[src/rtl/noc_input_buffer.sv]
// Per-port input stage of the 5-port router: small flit FIFO plus XY route lock.
// The head flit picks the output port once; the route is held until the packet's tail leaves.
module noc_input_buffer #(
    parameter int X_ADDR = 1,
    parameter int Y_ADDR = 1,
    parameter int DEPTH  = 4,
    parameter int ADDR_W = 2
) (
    input  logic              clk,
    input  logic              rst,
    input  logic [7:0]        in_flit,
    input  logic              in_valid,
    output logic              full,
    output logic [7:0]        out_flit,
    output logic [2:0]        request,
    input  logic              grant,
    output logic              drop,
    output logic [ADDR_W:0]   occupancy
);

    localparam logic [2:0] REQ_L    = 3'd0;
    localparam logic [2:0] REQ_N    = 3'd1;
    localparam logic [2:0] REQ_E    = 3'd2;
    localparam logic [2:0] REQ_S    = 3'd3;
    localparam logic [2:0] REQ_W    = 3'd4;
    localparam logic [2:0] REQ_IDLE = 3'd7;

    localparam logic [2:0]      MY_X    = 3'(X_ADDR);
    localparam logic [2:0]      MY_Y    = 3'(Y_ADDR);
    localparam logic [ADDR_W:0] COUNT_FULL = (ADDR_W + 1)'(DEPTH);

    typedef enum logic {
        IDLE,
        ACTIVE
    } state_t;

    state_t              state_reg, state_next;
    logic [2:0]          route_reg, route_next;
    logic [ADDR_W-1:0]   wr_ptr_reg, rd_ptr_reg;
    logic [ADDR_W:0]     count_reg, count_next;
    logic [7:0]          mem_reg [DEPTH];

    logic                empty;
    logic                push;
    logic                pop;
    logic [7:0]          head_flit;
    logic [2:0]          head_route;
    logic                head_starts_packet;
    logic                head_ends_packet;

    assign empty     = (count_reg == '0);
    assign full      = (count_reg == COUNT_FULL);
    assign occupancy = count_reg;
    assign head_flit = mem_reg[rd_ptr_reg];
    assign out_flit  = empty ? 8'h00 : head_flit;

    // Types 01 (head) and 11 (single) open a packet; 10 (tail) and 11 (single) close one.
    assign head_starts_packet = head_flit[6];
    assign head_ends_packet   = head_flit[7];

    // Full is judged on the pre-edge count, so a same-cycle pop never frees a slot for this push.
    assign push = in_valid && !full;

    // Dimension-ordered route: resolve X first, then Y, else eject locally.
    always_comb begin
        head_route = REQ_L;
        if (head_flit[5:3] > MY_X) begin
            head_route = REQ_E;
        end else if (head_flit[5:3] < MY_X) begin
            head_route = REQ_W;
        end else if (head_flit[2:0] > MY_Y) begin
            head_route = REQ_N;
        end else if (head_flit[2:0] < MY_Y) begin
            head_route = REQ_S;
        end
    end

    always_comb begin
        state_next = state_reg;
        route_next = route_reg;
        request    = REQ_IDLE;
        drop       = 1'b0;
        pop        = 1'b0;
        case (state_reg)
            IDLE: begin
                if (!empty) begin
                    if (head_starts_packet) begin
                        route_next = head_route;
                        state_next = ACTIVE;
                    end else begin
                        // Body/tail with no open packet: discard one per cycle.
                        drop = 1'b1;
                        pop  = 1'b1;
                    end
                end
            end
            ACTIVE: begin
                if (!empty) begin
                    request = route_reg;
                    if (grant) begin
                        pop = 1'b1;
                        if (head_ends_packet) begin
                            state_next = IDLE;
                        end
                    end
                end
            end
            default: begin
                state_next = IDLE;
            end
        endcase
    end

    always_comb begin
        count_next = count_reg;
        if (push && !pop) begin
            count_next = count_reg + 1'b1;
        end else if (pop && !push) begin
            count_next = count_reg - 1'b1;
        end
    end

    always_ff @(posedge clk or negedge rst) begin
        if (!rst) begin
            state_reg  <= IDLE;
            route_reg  <= REQ_IDLE;
            wr_ptr_reg <= '0;
            rd_ptr_reg <= '0;
            count_reg  <= '0;
        end else begin
            state_reg  <= state_next;
            route_reg  <= route_next;
            count_reg  <= count_next;
            if (push) begin
                wr_ptr_reg <= wr_ptr_reg + 1'b1;
            end
            if (pop) begin
                rd_ptr_reg <= rd_ptr_reg + 1'b1;
            end
        end
    end

    // Storage carries no reset; stale entries are unreachable once the pointers clear.
    genvar gi;
    generate
        for (gi = 0; gi < DEPTH; gi++) begin : g_mem
            always_ff @(posedge clk) begin
                if (push && (wr_ptr_reg == ADDR_W'(gi))) begin
                    mem_reg[gi] <= in_flit;
                end
            end
        end
    endgenerate

endmodule

[config.mk]
export PLATFORM = sky130hd
export DESIGN_NAME = noc_input_buffer
export DESIGN_NICKNAME = d
export VERILOG_FILES = /design/src/rtl/noc_input_buffer.sv
export SDC_FILE = /design/constraint.sdc
export NUM_CORES = 1
export LEC_CHECK = 0
export CELL_PAD_IN_SITES_DETAIL_PLACEMENT = 0
export CELL_PAD_IN_SITES_GLOBAL_PLACEMENT = 2
export CORE_ASPECT_RATIO = 0.9
export CORE_MARGIN = 10
export CORE_UTILIZATION = 41
export DETAILED_ROUTE_END_ITERATION = 7
export GPL_ROUTABILITY_DRIVEN = 0
export PLACE_DENSITY_LB_ADDON = 0.3
export RECOVER_POWER = 100
export SYNTH_ARGS = -nofsm -noshare
export SYNTH_HDL_FRONTEND = slang
export SYNTH_SLANG_ARGS = --single-unit
[constraint.sdc]
create_clock -name clk -period 4.2 [get_ports clk]
set_input_delay 0.42 -clock clk [delete_from_list [all_inputs] [get_ports clk]]
set_output_delay 0.42 -clock clk [all_outputs]
set_load 0.03 [all_outputs]
==> summary.md <==
| Metric | Value |
|---|---|
| Status | completed |
| Top_reg_cell synth | edfxtp_1 |
| Synthesized flop and latch total | 43 |
| Switching share of power | 38.59% |
| I/O pin cnt | 28 |
| Setup WS post-layout | 1.265 ns |
| Max-slew headroom | 58.28% |
| Sequential share of power | 36.6% |
| CP cell instances | mux4_2, nor3_1, dlygate4sd3_1 |
| Gate power share | 46.3% |
| Number of global-route vias before repair | 1,085 |
| Cell Pwr Density | around 800 mW/mm^2 |
| Fin cells | 206 |
| Largest net degree at the start of global routing | 15 |
| Fin util | 51.92% |
| Cell accounting for the most synthesized area | edfxtp_1 |
| DP HPWL | between 2000 and 2500 um |
| Full die area | between 0.007 and 0.008 mm^2 |
| Netlist cell types | 30 |
| Slew @ Worst Pin | 0.6255 ns |
| CTS Buf Count | 5 |
| Total negative slack | 0 ns |
| Clk_lat worst skew | 0.29 ns |
| Clock tree sinks | 43 |
| WP data arrival | 2.52 ns |
| DR WL met3 | 151 um |
| Top routing layer in use | met4 |
| Post-synth EDFFs | 32 |
| RSZ-0062 raised after global routing | no |
| Final period util | 69.89% |
| Sequential element share of the synthesized area | 65.80% |
| Max FFs per register | 32 |
| H-tree depth | 2 |
| Initial antenna violation count | 0 |
| Ranking of synthesized cells by area | edfxtp_1 51%, dfrtp_1 11%, mux4_1 5.6%, mux4_2 4.8%, dfstp_2 4.2% |
| Via count | 1,009 |
| Final hold slack | about 0.54 ns |
| Critical Path Start Type | flop |
| Hold crit path type | reg -> reg |
| Layout cells sized above 1 | 13.19% |
| Area share of the largest cell type after synthesis | 51.00% |
| Pre-CTS setup slack | 1.401 ns |
| First-pass iteration count of the detailed router | 4 |
| Slowest stage delay, CP | approximately 0.76 ns |
| Hold Vio Cnt, Final | 0 |
| Slew Viols, Final | 0 |
| Syn_area_per_cell | 16.68 um^2 |
| Grt total ovfl | 0 |
| CTS Buffer Depth | 2 |
| # rows | 23 |
| Vias per std cell | 4.898 |
| Ys async rst share | 25.58% |
| Final min period | 2.935 ns |
| First-pass GRT wire length | 5547 um |
| CP max FO | 10 |
| N_diodes | 0 |
| Port Buffers | 27 |
| Final setup viols | 0 |
| Synth Instances | 113 |
| Syn_nets | 131 |
| Met2 WL post-DR | 1605 um |
| Final setup skew | 0.003162 ns |
| CTS tree | built |
| P_int | 1.134 mW |
| WL/cell | approximately 16 um |
| Met1 Wirelength | 1537 um |
| Leak | 0.8596 nW |
| Crit path max-delay cell type | dlygate4sd3_1 |
| Fin nets | 161 |
| Clk pwr share | 17.0% |
| Critical path class | reg -> out |
| Number of gates resized after CTS | 0 |
| Die height | between 80 and 90 um |
| Max VDD drop | approximately 260 uV |
| Switching pwr | 713.0 uW |
| Core area | 0.004461 mm^2 |
| Postcts setup bufs | 0 |
| Final wirelength | roughly 3300 um |
| Critical Path RT | 3.78 ns |
| Layout area overhead | 22.91% |
| Most frequent cell after synthesis | edfxtp_1 |
| Final ANT Viol Nets | 0 |
| Gr usage total | 9.160% |
| Starting Density | 42.24% |
| Post-synthesis cell area | 0.001884 mm^2 |
| CP Buf/Inv Count | 1 |
| CP Capture Type | output pin |
| Max cap viols | 0 |
| YS warnings | 0 |
| Fmax | 340.7 MHz |
| Initial DRC Count | 50 |
| CP top delay family | buffers and inverters |
| Drt drc | 0 |
| CTS clk-pin slew, worst paths | 0.08 ns |
| Die X | 91.46 um |
| Placed Cells incl. Taps | 198 |
| Cts hold-fix bufs | 0 |
| Clk root buf | clkbuf_8 |
| List of most frequent post-synthesis cells | 32 x edfxtp_1, 10 x and2_1, 8 x dfrtp_1, 8 x inv_1, 5 x ha_1 |
## metrics by stage
step	power [mW]	instance area, um^2
final	1.847	2316
after global routing	1.982	2316
after CTS	1.933	2322
after detailed placement	1.617	2210
after global placement	1.598	2210
after floorplan	1.297	1884
## worst reg2reg max path, delay by kind of cell (launching register included)
family / cells / cell delay (ns)
buffers and inverters: 1 / 0.08
flip-flops: 1 / 0.66
AO/OA/AOI/OAI: 1 / 0.36
adder cells (fa/ha/maj): 2 / 0.62
multiplexers: 2 / 0.92
## power by group through the flow
stage,logic (mW),clock network (mW),registers (mW)
2_1_floorplan,0.630,0,0.666
3_3_place_gp,0.913,0,0.685
3_5_place_dp,0.924,0,0.693
4_1_cts,0.927,0.322,0.683
5_1_grt,0.939,0.347,0.697
6_report,0.856,0.314,0.677
## final cells by class
type	count	area [um^2]
clock buffer	5	68.82
tap	62	77.57
multi-input combinational	58	585.6
sequential	43	1240
timing repair buffer	27	270.3
fill	379	2145
inverter	8	30.03
clock inverter	3	43.79
## per-layer routing
metal  global-route usage [%]  up-vias
met5                        0        -
met4                    3.414        0
met3                    3.559        2
met2                    14.14       21
met1                    11.34      501
li1                         -      485
## kinds of logic after synthesis
| logic type | count (synthesis) | synth area share [%] |
|---|---|---|
| AOI/OAI and AO/OA | 9 | 3.984 |
| buffers and inverters | 12 | 2.789 |
| muxes | 10 | 11.55 |
| adders and majority gates | 6 | 4.383 |
| DFF | 43 | 65.80 |
| xor gates and xnor gates | 6 | 2.789 |
| and+or+nand+nor | 27 | 8.699 |
## cell usage in the layout, fill, tap and decap left out, drive strengths merged
| master | n |
|---|---|
| edfxtp | 32 |
| dlygate4sd3 | 25 |
| and2 | 11 |
| inv | 8 |
| dfrtp | 8 |
| mux4 | 8 |
| ha | 5 |
| clkbuf | 5 |
| a31oi | 4 |
| nor2 | 3 |
| nand3 | 3 |
| xor2 | 3 |
| xnor2 | 3 |
| dfstp | 3 |
| or3 | 2 |
| nor3 | 2 |
| nor2b | 2 |
| mux2 | 2 |
| clkdlybuf4s50 | 2 |
| clkinv | 2 |
| nor3b | 1 |
| a211o | 1 |
| and3 | 1 |
| a21o | 1 |
| a31o | 1 |
| a2111oi | 1 |
| or3b | 1 |
| a41o | 1 |
| or4b | 1 |
| fa | 1 |
| bufinv | 1 |
## path summary, 6_finish.rpt
path	start	endpoint	slack [ns]	cells after the start
max reg2reg	rd_ptr_reg[0]$_DFFE_PN0P_	occupancy[1]$_DFFE_PN0P_	1.45	6
max	rd_ptr_reg[0]$_DFFE_PN0P_	drop	1.26	3
max in group asynchronous	rst	route_reg[2]$_DFFE_PN1P_	3.29	1
min in group asynchronous	rst	occupancy[0]$_DFFE_PN0P_	0.55	1
min	occupancy[2]$_DFFE_PN0P_	occupancy[2]$_DFFE_PN0P_	0.54	1
min reg2reg	occupancy[2]$_DFFE_PN0P_	occupancy[2]$_DFFE_PN0P_	0.54	1
Power figures use the tool's default switching activity.
